### src/rtl/cancel_dispatcher_if.sv
// Handshake bundle between the cancel dispatcher and its neighbours:
// command input, decrease-engine port, response output and status.
interface cancel_dispatcher_if #(
  parameter int ORDER_W = 32,
  parameter int QTY_W   = 16,
  parameter int SIZE_W  = 8
);
  logic               msg_valid;
  logic               msg_ready;
  logic [ORDER_W-1:0] msg_id;
  logic [QTY_W-1:0]   msg_qty;
  logic               msg_delete;
  logic               size_inc;
  logic               dec_start;
  logic [ORDER_W-1:0] dec_id;
  logic [QTY_W-1:0]   dec_quantity;
  logic               dec_delete;
  logic [SIZE_W-1:0]  dec_size;
  logic               dec_ready;
  logic [2:0]         dec_update;
  logic [SIZE_W-1:0]  book_size;
  logic               busy;
  logic               rsp_valid;
  logic               rsp_ready;
  logic [ORDER_W-1:0] rsp_id;
  logic [2:0]         rsp_code;
  logic [15:0]        cnt_deleted;
  logic [15:0]        cnt_reduced;
  logic [15:0]        cnt_missed;

  modport master (
    input  msg_valid, msg_id, msg_qty, msg_delete,
    input  size_inc, dec_ready, dec_update, rsp_ready,
    output msg_ready, dec_start, dec_id, dec_quantity,
    output dec_delete, dec_size, book_size, busy,
    output rsp_valid, rsp_id, rsp_code,
    output cnt_deleted, cnt_reduced, cnt_missed
  );

  modport slave (
    output msg_valid, msg_id, msg_qty, msg_delete,
    output size_inc, dec_ready, dec_update, rsp_ready,
    input  msg_ready, dec_start, dec_id, dec_quantity,
    input  dec_delete, dec_size, book_size, busy,
    input  rsp_valid, rsp_id, rsp_code,
    input  cnt_deleted, cnt_reduced, cnt_missed
  );
endinterface

### src/rtl/cancel_dispatcher.sv
// Cancel/reduce command dispatcher: FIFO, one-at-a-time engine issue,
// authoritative book size, per-command response and event counters.
module cancel_dispatcher #(
  parameter int ORDER_W    = 32,
  parameter int QTY_W      = 16,
  parameter int SIZE_W     = 8,
  parameter int FIFO_DEPTH = 4
) (
  input logic clk_in,
  input logic rst_n,
  cancel_dispatcher_if.master bus
);
  localparam int AW = $clog2(FIFO_DEPTH);
  localparam logic [2:0] C_DEL = 3'b010;
  localparam logic [2:0] C_UPD = 3'b110;
  localparam logic [2:0] C_NF  = 3'b111;
  localparam logic [2:0] C_REJ = 3'b100;

  typedef enum logic [1:0] {
    IDLE, ISSUE, WAIT, RESP
  } state_t;

  typedef struct packed {
    logic [ORDER_W-1:0] id;
    logic [QTY_W-1:0]   qty;
    logic               del;
  } cmd_t;

  cmd_t              mem_q [FIFO_DEPTH];
  cmd_t              mem_d [FIFO_DEPTH];
  logic [AW:0]       wr_q, wr_d;
  logic [AW:0]       rd_q, rd_d;
  state_t            st_q, st_d;
  cmd_t              cur_q, cur_d;
  logic [2:0]        code_q, code_d;
  logic [SIZE_W-1:0] size_q, size_d;
  logic [SIZE_W-1:0] dsz_q, dsz_d;
  logic [15:0]       cdel_q, cdel_d;
  logic [15:0]       cred_q, cred_d;
  logic [15:0]       cmis_q, cmis_d;

  logic fifo_empty;
  logic fifo_full;
  logic push;
  logic pop;
  logic dec_ev;
  cmd_t head;

  assign fifo_empty = (wr_q == rd_q);
  assign fifo_full  = (wr_q[AW] != rd_q[AW]) &&
                      (wr_q[AW-1:0] == rd_q[AW-1:0]);
  assign push = bus.msg_valid && !fifo_full;
  assign pop  = (st_q == IDLE) && !fifo_empty;
  assign head = mem_q[rd_q[AW-1:0]];

  always_comb begin
    mem_d  = mem_q;
    wr_d   = wr_q;
    rd_d   = rd_q;
    st_d   = st_q;
    cur_d  = cur_q;
    code_d = code_q;
    dsz_d  = dsz_q;
    cdel_d = cdel_q;
    cred_d = cred_q;
    cmis_d = cmis_q;
    dec_ev = 1'b0;
    if (push) begin
      mem_d[wr_q[AW-1:0]] = '{bus.msg_id, bus.msg_qty,
                              bus.msg_delete};
      wr_d = wr_q + (AW+1)'(1);
    end
    unique case (st_q)
      IDLE: begin
        if (pop) begin
          rd_d  = rd_q + (AW+1)'(1);
          cur_d = head;
          // Zero-quantity reduce is malformed; empty book cannot match
          if (head.qty == '0 && !head.del) begin
            st_d   = RESP;
            code_d = C_REJ;
          end else if (size_q == '0) begin
            st_d   = RESP;
            code_d = C_NF;
          end else begin
            st_d = ISSUE;
          end
        end
      end
      ISSUE: begin
        dsz_d = size_q;
        st_d  = WAIT;
      end
      WAIT: begin
        if (bus.dec_ready) begin
          code_d = bus.dec_update;
          dec_ev = (bus.dec_update == C_DEL);
          st_d   = RESP;
        end
      end
      RESP: begin
        if (bus.rsp_ready) begin
          st_d = IDLE;
          unique case (1'b1)
            code_q == C_DEL: cdel_d = cdel_q + 16'd1;
            code_q == C_UPD: cred_d = cred_q + 16'd1;
            code_q == C_NF:  cmis_d = cmis_q + 16'd1;
            default: ;
          endcase
        end
      end
      default: st_d = IDLE;
    endcase
  end

  always_comb begin
    size_d = size_q;
    if (bus.size_inc && !dec_ev && size_q != '1)
      size_d = size_q + SIZE_W'(1);
    else if (dec_ev && !bus.size_inc && size_q != '0)
      size_d = size_q - SIZE_W'(1);
  end

  always_ff @(posedge clk_in or negedge rst_n) begin
    if (!rst_n) begin
      for (int i = 0; i < FIFO_DEPTH; i++)
        mem_q[i] <= '0;
      wr_q   <= '0;
      rd_q   <= '0;
      st_q   <= IDLE;
      cur_q  <= '0;
      code_q <= '0;
      size_q <= '0;
      dsz_q  <= '0;
      cdel_q <= '0;
      cred_q <= '0;
      cmis_q <= '0;
    end else begin
      mem_q  <= mem_d;
      wr_q   <= wr_d;
      rd_q   <= rd_d;
      st_q   <= st_d;
      cur_q  <= cur_d;
      code_q <= code_d;
      size_q <= size_d;
      dsz_q  <= dsz_d;
      cdel_q <= cdel_d;
      cred_q <= cred_d;
      cmis_q <= cmis_d;
    end
  end

  assign bus.msg_ready    = !fifo_full;
  assign bus.dec_start    = (st_q == ISSUE);
  assign bus.dec_id       = cur_q.id;
  assign bus.dec_quantity = cur_q.qty;
  assign bus.dec_delete   = cur_q.del;
  assign bus.dec_size     = (st_q == ISSUE) ? size_q : dsz_q;
  assign bus.book_size    = size_q;
  assign bus.busy         = (st_q != IDLE) || !fifo_empty;
  assign bus.rsp_valid    = (st_q == RESP);
  assign bus.rsp_id       = cur_q.id;
  assign bus.rsp_code     = code_q;
  assign bus.cnt_deleted  = cdel_q;
  assign bus.cnt_reduced  = cred_q;
  assign bus.cnt_missed   = cmis_q;
endmodule

### src/flat_wrapper.sv
// flat-port wrapper written by rule: the top's interface ports become plain ports
module cancel_dispatcher_flat 
#(
  parameter int ORDER_W    = 32,
  parameter int QTY_W      = 16,
  parameter int SIZE_W     = 8,
  parameter int FIFO_DEPTH = 4
)
  (clk_in, rst_n, bus_msg_valid, bus_msg_id, bus_msg_qty, bus_msg_delete, bus_size_inc, bus_dec_ready, bus_dec_update, bus_rsp_ready, bus_msg_ready, bus_dec_start, bus_dec_id, bus_dec_quantity, bus_dec_delete, bus_dec_size, bus_book_size, bus_busy, bus_rsp_valid, bus_rsp_id, bus_rsp_code, bus_cnt_deleted, bus_cnt_reduced, bus_cnt_missed);
  cancel_dispatcher_if #(.ORDER_W(ORDER_W), .QTY_W(QTY_W), .SIZE_W(SIZE_W)) bus_i ();
  input logic clk_in;
  input logic rst_n;
  input wire logic [$bits(bus_i.msg_valid)-1:0] bus_msg_valid;
  input wire logic [$bits(bus_i.msg_id)-1:0] bus_msg_id;
  input wire logic [$bits(bus_i.msg_qty)-1:0] bus_msg_qty;
  input wire logic [$bits(bus_i.msg_delete)-1:0] bus_msg_delete;
  input wire logic [$bits(bus_i.size_inc)-1:0] bus_size_inc;
  input wire logic [$bits(bus_i.dec_ready)-1:0] bus_dec_ready;
  input wire logic [$bits(bus_i.dec_update)-1:0] bus_dec_update;
  input wire logic [$bits(bus_i.rsp_ready)-1:0] bus_rsp_ready;
  output wire logic [$bits(bus_i.msg_ready)-1:0] bus_msg_ready;
  output wire logic [$bits(bus_i.dec_start)-1:0] bus_dec_start;
  output wire logic [$bits(bus_i.dec_id)-1:0] bus_dec_id;
  output wire logic [$bits(bus_i.dec_quantity)-1:0] bus_dec_quantity;
  output wire logic [$bits(bus_i.dec_delete)-1:0] bus_dec_delete;
  output wire logic [$bits(bus_i.dec_size)-1:0] bus_dec_size;
  output wire logic [$bits(bus_i.book_size)-1:0] bus_book_size;
  output wire logic [$bits(bus_i.busy)-1:0] bus_busy;
  output wire logic [$bits(bus_i.rsp_valid)-1:0] bus_rsp_valid;
  output wire logic [$bits(bus_i.rsp_id)-1:0] bus_rsp_id;
  output wire logic [$bits(bus_i.rsp_code)-1:0] bus_rsp_code;
  output wire logic [$bits(bus_i.cnt_deleted)-1:0] bus_cnt_deleted;
  output wire logic [$bits(bus_i.cnt_reduced)-1:0] bus_cnt_reduced;
  output wire logic [$bits(bus_i.cnt_missed)-1:0] bus_cnt_missed;
  assign bus_i.msg_valid = bus_msg_valid;
  assign bus_i.msg_id = bus_msg_id;
  assign bus_i.msg_qty = bus_msg_qty;
  assign bus_i.msg_delete = bus_msg_delete;
  assign bus_i.size_inc = bus_size_inc;
  assign bus_i.dec_ready = bus_dec_ready;
  assign bus_i.dec_update = bus_dec_update;
  assign bus_i.rsp_ready = bus_rsp_ready;
  assign bus_msg_ready = bus_i.msg_ready;
  assign bus_dec_start = bus_i.dec_start;
  assign bus_dec_id = bus_i.dec_id;
  assign bus_dec_quantity = bus_i.dec_quantity;
  assign bus_dec_delete = bus_i.dec_delete;
  assign bus_dec_size = bus_i.dec_size;
  assign bus_book_size = bus_i.book_size;
  assign bus_busy = bus_i.busy;
  assign bus_rsp_valid = bus_i.rsp_valid;
  assign bus_rsp_id = bus_i.rsp_id;
  assign bus_rsp_code = bus_i.rsp_code;
  assign bus_cnt_deleted = bus_i.cnt_deleted;
  assign bus_cnt_reduced = bus_i.cnt_reduced;
  assign bus_cnt_missed = bus_i.cnt_missed;
  cancel_dispatcher #(.ORDER_W(ORDER_W), .QTY_W(QTY_W), .SIZE_W(SIZE_W), .FIFO_DEPTH(FIFO_DEPTH)) u_core (.clk_in(clk_in), .rst_n(rst_n), .bus(bus_i));
endmodule
### config.mk
export PLATFORM = sky130hd
export DESIGN_NAME = cancel_dispatcher_flat
export DESIGN_NICKNAME = d
export VERILOG_FILES = /design/src/rtl/cancel_dispatcher_if.sv /design/src/rtl/cancel_dispatcher.sv /design/src/flat_wrapper.sv
export SDC_FILE = /design/constraint.sdc
export NUM_CORES = 1
export LEC_CHECK = 0
export ABC_AREA = 0
export BUFFER_PORTS_ARGS = -buffer_cell sky130_fd_sc_hd__buf_2
export CAP_MARGIN = 15
export CORE_MARGIN = 5
export CORE_UTILIZATION = 55
export CTS_BUF_LIST = sky130_fd_sc_hd__clkbuf_2
export CTS_CLUSTER_SIZE = 24
export DETAILED_ROUTE_END_ITERATION = 8
export PLACE_DENSITY = 0.78
export RECOVER_POWER = 25
export SYNTH_ARGS = -nofsm -noshare
export SYNTH_HDL_FRONTEND = slang
export SYNTH_SLANG_ARGS = --single-unit
### constraint.sdc
create_clock -name clk_in -period 9.62 [get_ports clk_in]
set_input_delay 2.886 -clock clk_in [delete_from_list [all_inputs] [get_ports clk_in]]
set_output_delay 2.886 -clock clk_in [all_outputs]
set_load 0.01 [all_outputs]
# Word-level counts from Yosys, hierarchy flattened
# Cells that the tools add are included.
[word_totals] ff_bits=320 input_bits=58 out_inout_bits=152 elab_cells=101
[classes] addsub=7 magnitude_cmp=3 eq_ne=15 mux=22 bitwise_logic=2 reduce_logical=28
[op_table] op="bitwise mux 196 bit" n=1
[op_table] op="2-to-1 mux 49 bit" n=3
[op_table] op="binary-select mux 49 bit (select 2 bit)" n=1
[op_table] op="demux 49 bit (select 2 bit)" n=1
[op_table] op="adder 16 x 1 -> 16 bit (second input constant)" n=3
[op_table] op="2-to-1 mux 8 bit" n=3
[op_table] op="logical NOT 16 bit" n=1
[op_table] op="2-to-1 mux 3 bit" n=4
[op_table] op="AND reduction 3 bit" n=4
[op_table] op="2-to-1 mux 2 bit" n=5
[op_table] op="logical AND 1 bit" n=9
[op_table] op="adder 8 x 1 -> 8 bit (second input constant)" n=1
[op_table] op="logical NOT 8 bit" n=1
[op_table] op="!= test 8 bit (second input constant)" n=1
[op_table] op="case mux 2 bit (4 select lines)" n=1
[op_table] op="nonzero test 8 bit" n=1
[op_table] op="subtractor 8 x 1 -> 8 bit (second input constant)" n=1
[op_table] op="adder 3 x 1 -> 3 bit (second input constant)" n=2
[op_table] op="== test 3 x 2 -> 1 bit (second input constant)" n=2
[op_table] op="== test 3 bit (second input constant)" n=2
[op_table] op=">= comparator 3 bit (second input constant)" n=2
[op_table] op="NOT 2 -> 3 bit" n=2
[op_table] op="case mux 3 bit (2 select lines)" n=1
[op_table] op="nonzero test 2 bit" n=3
[op_table] op="15 further kinds" n=22

# Logic depth before layout (Yosys ltp)
[depth] ltp_word=9 ltp_mapped=12 depth_no_buf=12

# Worst setup path before layout
# Ideal clock, no wire load.
[synth_timing] kind="input -> register" start="input port bus_dec_update[2]" end="register u_core.size_q[7] (netlist: u_core.bus.book_size[7])" setup_time_ps=124 arrival_ps=5151 required_ps=9496 slack_ps=4345 path_stages=10 n_path_buf=0 path_cell_list="nand3b_1 or3b_2 o211ai_1 ha_1 a21o_1 a21oi_1 o21bai_1 a2111o_1 o211ai_1 nand2_1"
[synth_between] elab_chain_len=7 word_cells_on_any_way=10 cone_classes="eq/ne (1); mux (3); reduce/logical (6)"
[synth_rtl] element="start, declared" line="flat_wrapper.sv:19" text="input wire logic [$bits(bus_i.dec_update)-1:0] bus_dec_update;"
[synth_rtl] element="== test 3 x 2 -> 1 bit *" line="cancel_dispatcher.sv:97" text="dec_ev = (bus.dec_update == C_DEL);"
[synth_rtl] element="2-to-1 mux 1 bit *" line="cancel_dispatcher.sv:95" text="if (bus.dec_ready) begin"
[synth_rtl] element="2-to-1 mux 1 bit *" line="cancel_dispatcher.sv:73" text="unique case (st_q)"
[synth_rtl] element="logical NOT 1 bit" line="cancel_dispatcher.sv:118" text="if (bus.size_inc && !dec_ev && size_q != '1)"
[synth_rtl] element="logical AND 1 bit (2 in series)" line="cancel_dispatcher.sv:118"
[synth_rtl] element="2-to-1 mux 8 bit or nonzero test 2 bit (tied branches)"
[synth_rtl] element="end signal, assigned" line="cancel_dispatcher.sv:145" text="size_q <= size_d;"
[synth_rtl] element="end, declared" line="cancel_dispatcher.sv:36" text="logic [SIZE_W-1:0] size_q, size_d;"
# Every way passes the cells marked *; elsewhere a longest branch is shown, timed or not.
# A chain may end at the register's enable or synchronous reset.

==> summary by stage <==
Outcome
The flow ran to the end, but the final reports show violations. The checks that failed: max-capacitance violations, max-slew violations.

Placement
Timing analysis after detailed placement gives a worst setup slack of 3.98 ns. After legalization and detailed placement, the total HPWL measured around 19000 um. The last weighted congestion value of the routability-driven placer is 0.780. The post-placement cell area is roughly 15000 um^2. The count of buffers from port buffering is around 210.

Worst hold path
The type of the worst min-delay path is register to register. The worst hold path startpoint is u_core.bus.cnt_deleted[15].

Drt
The number of detailed-routing iterations run before antenna repair is 4. Wires add up to approximately 28000 um. After the first detailed-routing iteration, the DRC count stood at 309.

The total number of vias is 8514. The detail route stage leaves a number of antenna-violating nets equal to 0. The detailed-route wire length per cell is approximately 18 um.

For this run, design rule violations remaining after detail routing come to 0. In the routed layout, each cell is associated on average with a via count of about 5.5.

Setup path
The critical path goes through clkbuf_1. Data arrives at the worst endpoint at between 5 and 6 ns. The highest fanout seen on the critical path is 78. The category of cells accounting for the largest share of critical-path delay is buffers and inverters. Together, buffers and inverters on the worst path number 1. The data required time at the worst endpoint is roughly 9.5 ns. The startpoint identified for the worst register-to-register timing path is u_core.rd_q[0].

In this design, the stage delay of the slowest critical-path cell is 2.91 ns. The element type at the critical path start is an input port. The capturing element type of the critical path is an async pin.

The library cell contributing the largest single delay on the critical path is clkbuf_1. By startpoint and endpoint, the worst setup path is classified as input port to async pin. The worst setup path startpoint is rst_n.

GRT
The first global-routing pass estimated between 40000 and 50000 um of wire. Entering global routing, the biggest net connects roughly 150 pins. Global routing finished with a remaining overflow of 0. In the global route stage, overall resource usage came out at about a fifth. The via count of the first global-routing pass came to between 9000 and 10000. The number of antenna violations at the first check in global routing came to 1.

Synthesis
The area share of the leading cell type in the synthesized netlist is 56.7%. Sorting the synthesized cells by area gives the leading types as dfrtp_1, mux2_2, mux4_2. The cell taking the most area after synthesis is dfrtp_1.

The number of enable flip-flop cells after synthesis is 0. The commonest cells after synthesis are dfrtp_1, mux2_2, mux4_2. For this run, the leading register cell type out of synthesis is dfrtp_1. The sequential share of the synthesized area is a little under three fifths.

The average instance in the mapped netlist occupies approximately 15 um^2. Synthesis instantiated 45 different standard cells from the library. The most common cell in the synthesized netlist is dfrtp_1. Counting flops with an async set or reset pin after synthesis yields a share of 100%.

Yosys printed 0 warnings. The number of nets handed over by synthesis was 1016. The post-synthesis cell count is around 940. The number of storage elements in the synthesis netlist is 320. The netlist area before placement is around 14000 um^2.

Pwr
The power density over the cells is around 340 nW/um^2. Across the VDD grid, the largest voltage drop is around 0.21 mV. The power after layout is between 5 and 6 mW. The reported leakage power is 7.51 nW.

Timing
Setup repair after global routing left no endpoint under its margin. The achievable clock frequency is between 150 and 200 MHz. Setup slack on the critical path of the routed design comes to roughly 3.6 ns. The number of endpoints failing setup at the final stage is 0. The final count of hold timing violations is 0. The final critical path takes up ~62% of the cycle. The clock period minus worst slack is between 5 and 6 ns. The number of slew-limit violations in the final report was around 140. The setup TNS is 0 ns. The relative slew slack is -183%. At the pin with the least slew margin, the transition time is roughly 4.2 ns. The clock tree skew after final layout is 0.0717 ns.

Clocking
Hold repair after CTS inserted 0 buffers. In this run the post-CTS setup repair buffer count came out at 0. The maximum count of clock buffers along a single path is 3. At the later pin of the worst-skew pair, clock insertion delay measures a little over 0.8 ns.

The count of clock tree sinks is 320. The number of H-tree levels is 3. The TritonCTS clock tree is built.

The CTS root buffer is clkbuf_2. In this run, post-CTS repair resized a total of 0 instances. The post-CTS clock slew at the launch and capture registers of the worst setup and hold paths is 0.10 ns. The TritonCTS buffer count is between 80 and 90.

Cells and area
The number of nets in the final layout is 1246. From synthesis to final layout, the design area changed by 12.7%. The final standard cell area without fillers is ~16000 um^2. In the final layout, the share of cells above drive strength 1 is roughly 54%.

Counting the fill cells in the layout gives roughly 2000.

Floorplan
After floorplanning, the core was sized to cover around 25000 um^2. The site row count is 58. For this configuration, the core starts out at a cell density of a little under three fifths.

The width of the die is around 170 um. The die height is about 170 um. The floorplan step defined a die boundary enclosing 29000 um^2.

The number of primary I/O pins is 210.

Job
Across the run, the number of max-cap violations was 3.
## registers in the layout, summed over array words and instances (netlist names)
register / count
u_core.mem_q: 196
u_core.bus.dec_id: 32
u_core.bus.cnt_deleted: 16
u_core.bus.cnt_missed: 16
u_core.bus.cnt_reduced: 16
u_core.bus.dec_quantity: 16
u_core.bus.book_size: 8
u_core.dsz_q: 8
u_core.bus.rsp_code: 3
u_core.rd_q: 3
u_core.wr_q: 3
u_core.st_q: 2
u_core.bus.dec_delete: 1
## layout make-up
type	instances	area (um^2)	share of cell area, %
timing repair buffer	219	1120	7.06
clock buffer	115	576	3.62
tap	330	413	2.60
clock inverter	13	109	0.684
multi-input combinational	534	5630	35.4
inverter	12	45.0	0.283
antenna	1	2.50	0.0157
sequential	320	8010	50.4
## worst paths after layout
kind	end	slack, ns	cells past startpoint
min in group asynchronous	u_core.bus.book_size[1]	3.56	1
worst max register to register	u_core.bus.rsp_code[2]	4.00	6
max in group clk_in	bus_busy	3.73	4
worst min register to register	u_core.bus.cnt_deleted[15]	0.47	1
worst min-delay path	u_core.bus.cnt_deleted[15]	0.47	1
worst max-delay path	u_core.mem_q[87]	3.64	1
## cell usage in the layout (no fill, tap or decap), types with 10 or more instances in the layout
cell type,count
clkbuf_2,115
mux2_2,253
xnor2_1,37
a21oi_1,10
nor2_1,25
buf_2,207
nand3_1,17
nand2_1,21
dfrtp_1,319
inv_1,12
mux4_2,49
nand4_1,12
xor2_1,21
ha_1,19
## through the flow
stage	hold slack (ns)	std cells	utilization, %
finish	0.472	1544	63.0
global route	0.486	1544	63.0
CTS	0.477	1543	63.1
detailed placement	0.461	1415	60.4
global placement	0.457	1415	60.4
floorplan	0.460	938	-
## power breakdown
group,internal (mW),switching [mW]
registers,1.95,0.354
clock network,0.368,0.513
logic,1.30,0.980
## metal layers
metal	global-route usage (%)	routed length (um)	part of all wire, %	vias to the layer above
met1	26.5	12100	43	4389
li1	-	-	-	3856
met5	0	0	0	-
met4	6.53	470	1.7	0
met3	4.53	1710	6.0	39
met2	33.5	14100	50	230
## cell families (layout without fill, tap and decap cells)
family	Yosys count	after routing	synth area share, %
fa+ha+maj	20	20	1.83
compound gates	30	30	1.50
simple gates	118	118	4.40
flops	320	320	56.7
xor+xnor	58	58	3.60
other cells	0	1	0
buf+inv	84	359	3.48
mux	308	308	28.5
(Power assumes the default switching activity.)
